==> src/rtl/multicycle_ctrl.sv <==
// Multicycle CPU control unit: FETCH/DECODE/EXEC/MEM/WB/HALT sequencer.
// Optional macro MULDIV_EN enables mult/div (and immediate forms) with alu_done wait.
module multicycle_ctrl (
    input  logic       clk,
    input  logic       rst,
    input  logic [4:0] opcode,
    input  logic       mem_ready,
    input  logic       alu_done,
    input  logic       zero,
    input  logic       gt,
    output logic       mem_req,
    output logic       mem_we,
    output logic       iord,
    output logic       ir_we,
    output logic       pc_we,
    output logic [1:0] pc_src,
    output logic       alu_start,
    output logic       alu_src_imm,
    output logic [4:0] alu_op,
    output logic       reg_we,
    output logic       wb_sel,
    output logic [2:0] state,
    output logic       illegal,
    output logic       retire
);

`ifdef MULDIV_EN
    localparam logic MULDIV_ON = 1'b1;
`else
    localparam logic MULDIV_ON = 1'b0;
`endif

    typedef enum logic [2:0] {
        S_FETCH  = 3'd0,
        S_DECODE = 3'd1,
        S_EXEC   = 3'd2,
        S_MEM    = 3'd3,
        S_WB     = 3'd4,
        S_HALT   = 3'd5
    } state_t;

    typedef struct packed {
        logic legal;
        logic alu;
        logic muldiv;
        logic imm;
        logic slt;
        logic lw;
        logic sw;
        logic beq;
        logic bne;
        logic bgt;
        logic jr;
        logic j;
    } dec_t;

    function automatic dec_t decode_op(input logic [4:0] op);
        dec_t d;
        d = '0;
        case (op)
            5'b00001, 5'b00010, 5'b00011, 5'b00100, 5'b00101: d.alu = 1'b1;
            5'b01001, 5'b01010, 5'b01100, 5'b01101: begin
                d.alu = 1'b1;
                d.imm = 1'b1;
            end
            5'b00110, 5'b00111: begin
                d.alu    = MULDIV_ON;
                d.muldiv = MULDIV_ON;
            end
            5'b01110, 5'b01111: begin
                d.alu    = MULDIV_ON;
                d.muldiv = MULDIV_ON;
                d.imm    = MULDIV_ON;
            end
            5'b10000: d.bgt = 1'b1;
            5'b10001: d.slt = 1'b1;
            5'b10010: d.lw  = 1'b1;
            5'b10011: d.sw  = 1'b1;
            5'b10100: d.beq = 1'b1;
            5'b10101: d.bne = 1'b1;
            5'b10110: d.jr  = 1'b1;
            5'b10111: d.j   = 1'b1;
            default: ;
        endcase
        d.legal = d.alu | d.slt | d.lw | d.sw | d.beq | d.bne | d.bgt | d.jr | d.j;
        return d;
    endfunction

    state_t     state_q;
    state_t     state_d;
    logic [4:0] op_q;
    logic       illegal_q;
    logic       exec_first_q;
    dec_t       dec_in;
    dec_t       dec_q;

    // DECODE classifies the live opcode; later states use the latched copy.
    assign dec_in = decode_op(opcode);
    assign dec_q  = decode_op(op_q);
    assign state  = state_q;

    always_ff @(posedge clk) begin
        if (rst) begin
            state_q      <= S_FETCH;
            op_q         <= 5'b00000;
            illegal_q    <= 1'b0;
            exec_first_q <= 1'b0;
        end else begin
            state_q      <= state_d;
            exec_first_q <= (state_q == S_DECODE);
            if (state_q == S_DECODE) begin
                op_q <= opcode;
                if (!dec_in.legal) illegal_q <= 1'b1;
            end
        end
    end

    // Memory handshake: mem_req is held while waiting; the access completes in any
    // cycle where mem_req=1 and mem_ready=1, including the cycle mem_req first rises.
    always_comb begin
        state_d     = state_q;
        mem_req     = 1'b0;
        mem_we      = 1'b0;
        iord        = 1'b0;
        ir_we       = 1'b0;
        pc_we       = 1'b0;
        pc_src      = 2'd0;
        alu_start   = 1'b0;
        alu_src_imm = 1'b0;
        alu_op      = 5'd0;
        reg_we      = 1'b0;
        wb_sel      = 1'b0;
        illegal     = illegal_q;
        retire      = 1'b0;
        case (state_q)
            S_FETCH: begin
                mem_req = 1'b1;
                if (mem_ready) begin
                    ir_we   = 1'b1;
                    pc_we   = 1'b1;
                    state_d = S_DECODE;
                end
            end
            S_DECODE: begin
                if (!dec_in.legal) begin
                    state_d = S_HALT;
                end else if (dec_in.j) begin
                    pc_we   = 1'b1;
                    pc_src  = 2'd2;
                    retire  = 1'b1;
                    state_d = S_FETCH;
                end else begin
                    state_d = S_EXEC;
                end
            end
            S_EXEC: begin
                alu_op      = {dec_q.jr, dec_q.beq | dec_q.bne, dec_q.lw | dec_q.sw,
                               dec_q.slt, dec_q.alu};
                alu_src_imm = dec_q.imm | dec_q.lw | dec_q.sw;
                alu_start   = exec_first_q;
                if (dec_q.muldiv) begin
                    if (alu_done) state_d = S_WB;
                end else if (dec_q.alu || dec_q.slt) begin
                    state_d = S_WB;
                end else if (dec_q.lw || dec_q.sw) begin
                    state_d = S_MEM;
                end else if (dec_q.jr) begin
                    pc_we   = 1'b1;
                    pc_src  = 2'd3;
                    retire  = 1'b1;
                    state_d = S_FETCH;
                end else begin
                    retire  = 1'b1;
                    state_d = S_FETCH;
                    if ((dec_q.beq && zero) || (dec_q.bne && !zero) || (dec_q.bgt && gt)) begin
                        pc_we  = 1'b1;
                        pc_src = 2'd1;
                    end
                end
            end
            S_MEM: begin
                mem_req = 1'b1;
                iord    = 1'b1;
                mem_we  = dec_q.sw;
                if (mem_ready) begin
                    if (dec_q.sw) begin
                        retire  = 1'b1;
                        state_d = S_FETCH;
                    end else begin
                        state_d = S_WB;
                    end
                end
            end
            S_WB: begin
                reg_we  = 1'b1;
                wb_sel  = dec_q.lw;
                retire  = 1'b1;
                state_d = S_FETCH;
            end
            S_HALT: ;
            default: state_d = S_FETCH;
        endcase
        // Reset silences every strobe immediately, even mid-access.
        if (rst) begin
            mem_req     = 1'b0;
            mem_we      = 1'b0;
            iord        = 1'b0;
            ir_we       = 1'b0;
            pc_we       = 1'b0;
            pc_src      = 2'd0;
            alu_start   = 1'b0;
            alu_src_imm = 1'b0;
            alu_op      = 5'd0;
            reg_we      = 1'b0;
            wb_sel      = 1'b0;
            illegal     = 1'b0;
            retire      = 1'b0;
        end
    end

endmodule

==> config.mk <==
export PLATFORM = sky130hd
export DESIGN_NAME = multicycle_ctrl
export DESIGN_NICKNAME = d
export VERILOG_FILES = /design/src/rtl/multicycle_ctrl.sv
export SDC_FILE = /design/constraint.sdc
export NUM_CORES = 1
export LEC_CHECK = 0
export BUFFER_PORTS_ARGS = -buffer_cell sky130_fd_sc_hd__buf_2
export CORE_ASPECT_RATIO = 0.8
export CORE_MARGIN = 4
export CORE_UTILIZATION = 28
export CTS_CLUSTER_SIZE = 28
export DETAILED_ROUTE_END_ITERATION = 16
export REMOVE_ABC_BUFFERS = 1
export SETUP_SLACK_MARGIN = 0.15
export SKIP_CTS_REPAIR_TIMING = 1
export SYNTH_ARGS = -nofsm -noshare
export SYNTH_HDL_FRONTEND = slang
export SYNTH_SLANG_ARGS = --single-unit
==> constraint.sdc <==
create_clock -name clk -period 3 [get_ports clk]
set_clock_uncertainty 0.2 [all_clocks]
set_input_delay 0.3 -clock clk [delete_from_list [all_inputs] [get_ports clk]]
set_output_delay 0.3 -clock clk [all_outputs]
set_load 0.01 [all_outputs]
==> flow_metrics.env, run 1 <==
export IMPL_status="complete, no violations"
export IMPL_seqCellArea_um2=200
export IMPL_yosys_top_cells_count="nor2_1, dfxtp_1, nand2_1"
export IMPL_hpwl_um=1900
export IMPL_tritoncts="built"
export IMPL_gp_congestion=0.835
export IMPL_setup_viol=0
export IMPL_fmax_mhz=426
export IMPL_dp_cells=180
export IMPL_cts_made_buffers=3
export IMPL_synth_async_sr_flop_share_pct=0
export IMPL_path_clk_slew_ns=0.05
export IMPL_path_max_fanout=13
export IMPL_grt_overflow_total=0
export IMPL_comb_power_share_pct=25.3
export IMPL_reg2reg_depth=4
export IMPL_worstPathRequired_ns=2.50
export IMPL_hp_start="opcode[1]"
export IMPL_drive_above_1_share_pct=34.0
export IMPL_synth_top_family_by_area="simple AND/OR/NAND/NOR gates"
export IMPL_syn_area_um2=946
export IMPL_p_leak_nw=0.467
export IMPL_pwr_share_clk_pct=37.4
export IMPL_std_cell_rows=18
export IMPL_die_area_um2=4380
export IMPL_clockRootBuffer="clkbuf_8"
export IMPL_clk_latency_ns=0.24
export IMPL_yosysTopAreaCellShare_pct=21.2
export IMPL_dieWidth_um=73.0
export IMPL_synth_top_area_cell="dfxtp_1"
export IMPL_swShare_pct=29.9
export IMPL_ant_nets=0
export IMPL_clock_sinks=10
export IMPL_syn_area_per_cell_um2=7.95
export IMPL_peakVddDrop_mv=0.224
export IMPL_drv_slew=0
export IMPL_synthCells=119
export IMPL_power_internal_mw=0.314
export IMPL_wire_per_inst_um=13.1
export IMPL_r2r_end="state[0]$_SDFFE_PP0P_"
export IMPL_die_h_um=60.0
export IMPL_grt_start_max_net_pins=21
export IMPL_holdPathStages=3
export IMPL_hold_path_class="input port to flip-flop"
export IMPL_synth_mux_area_fraction_pct=5.29
export IMPL_fin_nets=156
export IMPL_cap_violations=0
export IMPL_seq_power_share_pct=37.3
export IMPL_multiInputGateArea_um2=624
export IMPL_period_share_pct=78.3
export IMPL_cp_num_buf_inv=1
export IMPL_slowest_delay_ns=0.43
export IMPL_r2r_slack_ns=1.22
export IMPL_setup_tns_ns=0
export IMPL_htree_levels=1
export IMPL_yosys_top_cells_area="dfxtp_1, mux2i_1, buf_6"
export IMPL_finalNonFillerCells=184
export IMPL_crit_slowest_cell="dfxtp_1"
export IMPL_yosysMostFrequentCell="nor2_1"
export IMPL_total_power_mw=0.448
export IMPL_grt_pass1_vias=867
export IMPL_timing_hold_violations_final=0
export IMPL_end_kind="output port"
export IMPL_vias=950
export IMPL_yosys_area_share_adder_pct=1.19
export IMPL_viasPerCell=5.16
export IMPL_hold_path_end="op_q[1]$_SDFFE_PP0P_"
export IMPL_yosysUniqueCellTypes=47
export IMPL_relSlewSlack_pct=66.4
export IMPL_rsz0062_at_grt="no"
export IMPL_synthSimpleGateAreaFrac_pct=38.0
export IMPL_portBuffers=30
export IMPL_worstReg2RegStart="op_q[1]$_SDFFE_PP0P_"
export IMPL_tightestPinTransition_ns=0.498
export IMPL_synth_xor_area_share_pct=0.926
export IMPL_synthFlopType="dfxtp_1"
export IMPL_path_cells="nor2b_1, o2bb2ai_1, a211o_2, nor4_1, buf_2"
export IMPL_cp_start_kind="flip-flop"
export IMPL_fill_cells=347
export IMPL_critPathTopFamily="simple AND/OR/NAND/NOR gates"
export IMPL_synth_edff_count=0
export IMPL_start_util_pct=30.0
export IMPL_clock_tree_buffer_depth=2
export IMPL_grt_pass1_wl_um=3940
export IMPL_route_detailed_drc=0
export IMPL_synth_seq_area_share_pct=21.2
export IMPL_drt_total_wl_um=2400
export IMPL_period_needed_ns=2.35
export IMPL_n_antenna_cell=0
export IMPL_drt_initial_drc_count=17
export IMPL_grt_antenna_before_repair=0
export IMPL_place_ws_ns=0.874
export IMPL_p_sw_mw=0.134
export IMPL_grt_usage_pct=11.5
export IMPL_drtPass1Iterations=4
export IMPL_setup_ws_ns=0.652
export IMPL_num_io_pins=32
export IMPL_coreArea_um2=3150
export IMPL_arrival_ns=1.85
export IMPL_powerDensity_nw_per_um2=405
export IMPL_final_util_pct=35.1
export IMPL_synth_compound_area_share_pct=20.6
export IMPL_ys_ff_latch=10
export IMPL_critical_path_class="flip-flop to output port"
export IMPL_area_growth_pct=16.9
export IMPL_synth_warnings=0
[placed cells by master (no fill, tap or decap), drive strengths merged, types with 5 or more instances in the layout]
| cell type | n |
|---|---|
| o21ai | 5 |
| dfxtp | 10 |
| buf | 31 |
| nand2b | 6 |
| nand2 | 8 |
| inv | 5 |
| nor3 | 7 |
| mux2i | 5 |
| nor2 | 13 |
[kinds of logic after synthesis]
family | after synthesis
and+or+nand+nor | 60
AOI/OAI and AO/OA | 27
buffers and inverters | 15
DFF | 10
muxes | 5
xor gates and xnor gates | 1
adders and majority gates | 1
[how the worst max path moves through the flow]
stage	endpoint	depth (start not counted)	slack, ns	from
after floorplan	retire	4	0.98	state[0]$_SDFFE_PP0P_
after global placement	pc_we	6	0.87	opcode[3]
after detailed placement	pc_we	6	0.87	opcode[3]
after CTS	retire	6	0.66	state[0]$_SDFFE_PP0P_
after global routing	pc_src[0]	5	0.46	op_q[1]$_SDFFE_PP0P_
final	pc_src[0]	5	0.65	op_q[1]$_SDFFE_PP0P_
[worst min-delay path, stage by stage]
cell and delay [ns]:
buf_2 0.11, mux2i_1 0.07, nor2_1 0.07
[per-stage QoR]
stage          instance area, µm²  hold WS, ns
2_1_floorplan                 843        0.169
3_3_place_gp                 1050        0.351
3_5_place_dp                 1050        0.353
4_1_cts                      1110        0.154
5_1_grt                      1110        0.195
6_report                     1110        0.162
[final cells by class]
| class | instances | area share [%] |
|---|---|---|
| Clock buffer | 4 | 4.98 |
| Inverter | 5 | 1.70 |
| Multi-Input combinational cell | 94 | 56.4 |
| Sequential cell | 10 | 18.1 |
| Tap cell | 40 | 4.52 |
| Timing Repair Buffer | 31 | 14.3 |
[per-layer routing]
layer / routed length [µm] / vias to the layer above / track usage (%)
li1: - / 479 / -
met5: 0 / - / 0
met4: 11 / 0 / 4.74
met3: 102 / 2 / 2.02
met2: 1120 / 17 / 17.3
met1: 1170 / 452 / 15.9
[registers in the layout (all words and copies together) (netlist names)]
| name | cells |
|---|---|
| exec_first_q | 1 |
| illegal_q | 1 |
| state | 3 |
| op_q | 5 |
[power groups by stage]
stage	clock, mW	sequential (mW)	combinational, mW
floorplan	0	0.165	0.0749
finish	0.167	0.167	0.113
detailed placement	0	0.169	0.113
global route	0.178	0.171	0.127
CTS	0.172	0.167	0.114
global placement	0	0.169	0.111
No activity file was read; power rests on OpenSTA's default activity.
==> run 2: changes to the inputs <==
==> constraint.sdc (replaced) <==
create_clock -name clk -period 2.4 [get_ports clk]
set_clock_uncertainty 0.2 [all_clocks]
set_input_delay 0.24 -clock clk [delete_from_list [all_inputs] [get_ports clk]]
set_output_delay 0.24 -clock clk [all_outputs]
set_load 0.01 [all_outputs]
==> flow_metrics.env, run 2 (synthesized netlist as in run 1, its figures left out) <==
export IMPL_status="complete, no violations"
export IMPL_worstPathRequired_ns=1.96
export IMPL_hold_slack_ns=0.105
export IMPL_vias=938
export IMPL_worstReg2RegStart="op_q[1]$_SDFFE_PP0P_"
export IMPL_drt_total_wl_um=2440
export IMPL_critical_path_class="flip-flop to output port"
export IMPL_powerDensity_nw_per_um2=500
export IMPL_power_internal_mw=0.397
export IMPL_peakVddDrop_mv=0.297
export IMPL_grt_antenna_before_repair=0
export IMPL_clk_latency_ns=0.23
export IMPL_p_leak_nw=0.478
export IMPL_die_area_um2=4380
export IMPL_grt_overflow_total=0
export IMPL_clock_sinks=10
export IMPL_layout_commonest_cell="buf_2"
export IMPL_seqCellArea_um2=210
export IMPL_area_growth_pct=19.6
export IMPL_dieWidth_um=73.0
export IMPL_ant_nets=0
export IMPL_hold_path_end="op_q[3]$_SDFFE_PP0P_"
export IMPL_std_cell_rows=18
export IMPL_rsz0062_at_grt="no"
export IMPL_clockRootBuffer="clkbuf_8"
export IMPL_clock_tree_buffer_depth=2
export IMPL_portBuffers=30
export IMPL_fill_cells=345
export IMPL_start_util_pct=30.0
export IMPL_fmax_mhz=464
export IMPL_num_io_pins=32
export IMPL_fin_nets=157
export IMPL_hpwl_um=1910
export IMPL_drt_initial_drc_count=19
export IMPL_p_sw_mw=0.169
export IMPL_largest_register="op_q"
export IMPL_cts_made_buffers=3
export IMPL_arrival_ns=1.71
export IMPL_cap_violations=0
export IMPL_critPathTopFamily="compound AO/OA/AOI/OAI gates"
export IMPL_slowest_delay_ns=0.38
export IMPL_r2r_slack_ns=0.73
export IMPL_end_kind="output port"
export IMPL_die_h_um=60.0
export IMPL_tritoncts="built"
export IMPL_coreArea_um2=3150
export IMPL_drtPass1Iterations=4
export IMPL_path_max_fanout=13
export IMPL_cp_num_buf_inv=1
export IMPL_grt_start_max_net_pins=16
export IMPL_grt_pass1_wl_um=4000
export IMPL_grt_pass1_vias=876
export IMPL_hold_path_class="input port to flip-flop"
export IMPL_period_share_pct=89.8
export IMPL_holdPathStages=3
export IMPL_timing_hold_violations_final=0
export IMPL_gp_congestion=0.834
export IMPL_swShare_pct=29.8
export IMPL_path_cells="nor2b_1, o2bb2ai_1, a211o_2, nor4_1, buf_2"
export IMPL_setup_viol=0
export IMPL_hp_start="opcode[3]"
export IMPL_r2r_end="state[0]$_SDFFE_PP0P_"
export IMPL_grt_usage_pct=11.4
export IMPL_final_cell_mix="buf_2, nor2_1, nand2_1, dfxtp_2, nor3_1"
export IMPL_final_util_pct=35.9
export IMPL_largest_reg_flops=5
export IMPL_cp_start_kind="flip-flop"
export IMPL_route_detailed_drc=0
export IMPL_crit_slowest_cell="dfxtp_2"
export IMPL_pwr_share_clk_pct=37.0
export IMPL_path_clk_slew_ns=0.05
export IMPL_comb_power_share_pct=25.6
export IMPL_tightestPinTransition_ns=0.457
export IMPL_drv_slew=0
export IMPL_period_needed_ns=2.15
export IMPL_multiInputGateArea_um2=632
export IMPL_seq_power_share_pct=37.4
export IMPL_setup_tns_ns=0
export IMPL_n_antenna_cell=0
export IMPL_reg2reg_depth=4
export IMPL_drive_above_1_share_pct=41.4
export IMPL_relSlewSlack_pct=69.1
export IMPL_wire_per_inst_um=13.2
export IMPL_viasPerCell=5.07
export IMPL_htree_levels=1
[run 2: cell types whose count changed in the layout (fill, tap and decap cells not counted), sizes merged]
cell,previous run,this run
buf,31,32
[run 2: area by class of cell]
class                           instances  share of cell area, %
Timing Repair Buffer                   32                   14.6
Multi-Input combinational cell         94                   55.9
Clock buffer                            4                   4.87
Sequential cell                        10                   18.6
Inverter                                5                   1.66
Tap cell                               40                   4.42
[run 2: metal layers]
layer	global-route usage [%]	wire, µm	up-vias
met5	0	0	-
met2	17.3	1070	27
met4	5.00	11	0
met3	2.52	117	2
met1	15.5	1240	429
li1	-	-	480
[run 2: worst max-delay path by stage]
stage	start	endpoint	cells past startpoint
2_1_floorplan	state[0]$_SDFFE_PP0P_	retire	4
3_3_place_gp	op_q[1]$_SDFFE_PP0P_	pc_src[0]	5
3_5_place_dp	state[1]$_SDFFE_PP0P_	alu_op[1]	4
4_1_cts	state[1]$_SDFFE_PP0P_	pc_src[1]	5
5_1_grt	op_q[1]$_SDFFE_PP0P_	pc_src[0]	5
6_report	op_q[1]$_SDFFE_PP0P_	pc_src[0]	5
[run 2: worst register-to-register path: stages (launching register included)]
cell	delay [ns]
dfxtp_2	0.45
nor2b_1	0.28
nand2_1	0.13
a311o_2	0.39
a21oi_1	0.14
[run 2: power groups by stage]
stage                     combinational, mW  sequential, mW  clock (mW)
final                                 0.145           0.212       0.209
after global routing                  0.160           0.216       0.222
after CTS                             0.144           0.208       0.215
after detailed placement              0.143           0.211           0
after global placement                0.141           0.211           0
after floorplan                      0.0936           0.206           0
[run 2: metrics by stage]
stage	instances	cell area (µm²)	setup WS, ns	total power, mW
final	185	1130	0.246	0.566
after global routing	185	1130	0.168	0.598
after CTS	185	1110	0.114	0.567
after detailed placement	181	1060	0.386	0.354
after floorplan	109	843	0.444	0.300
after global placement	181	1060	0.375	0.352
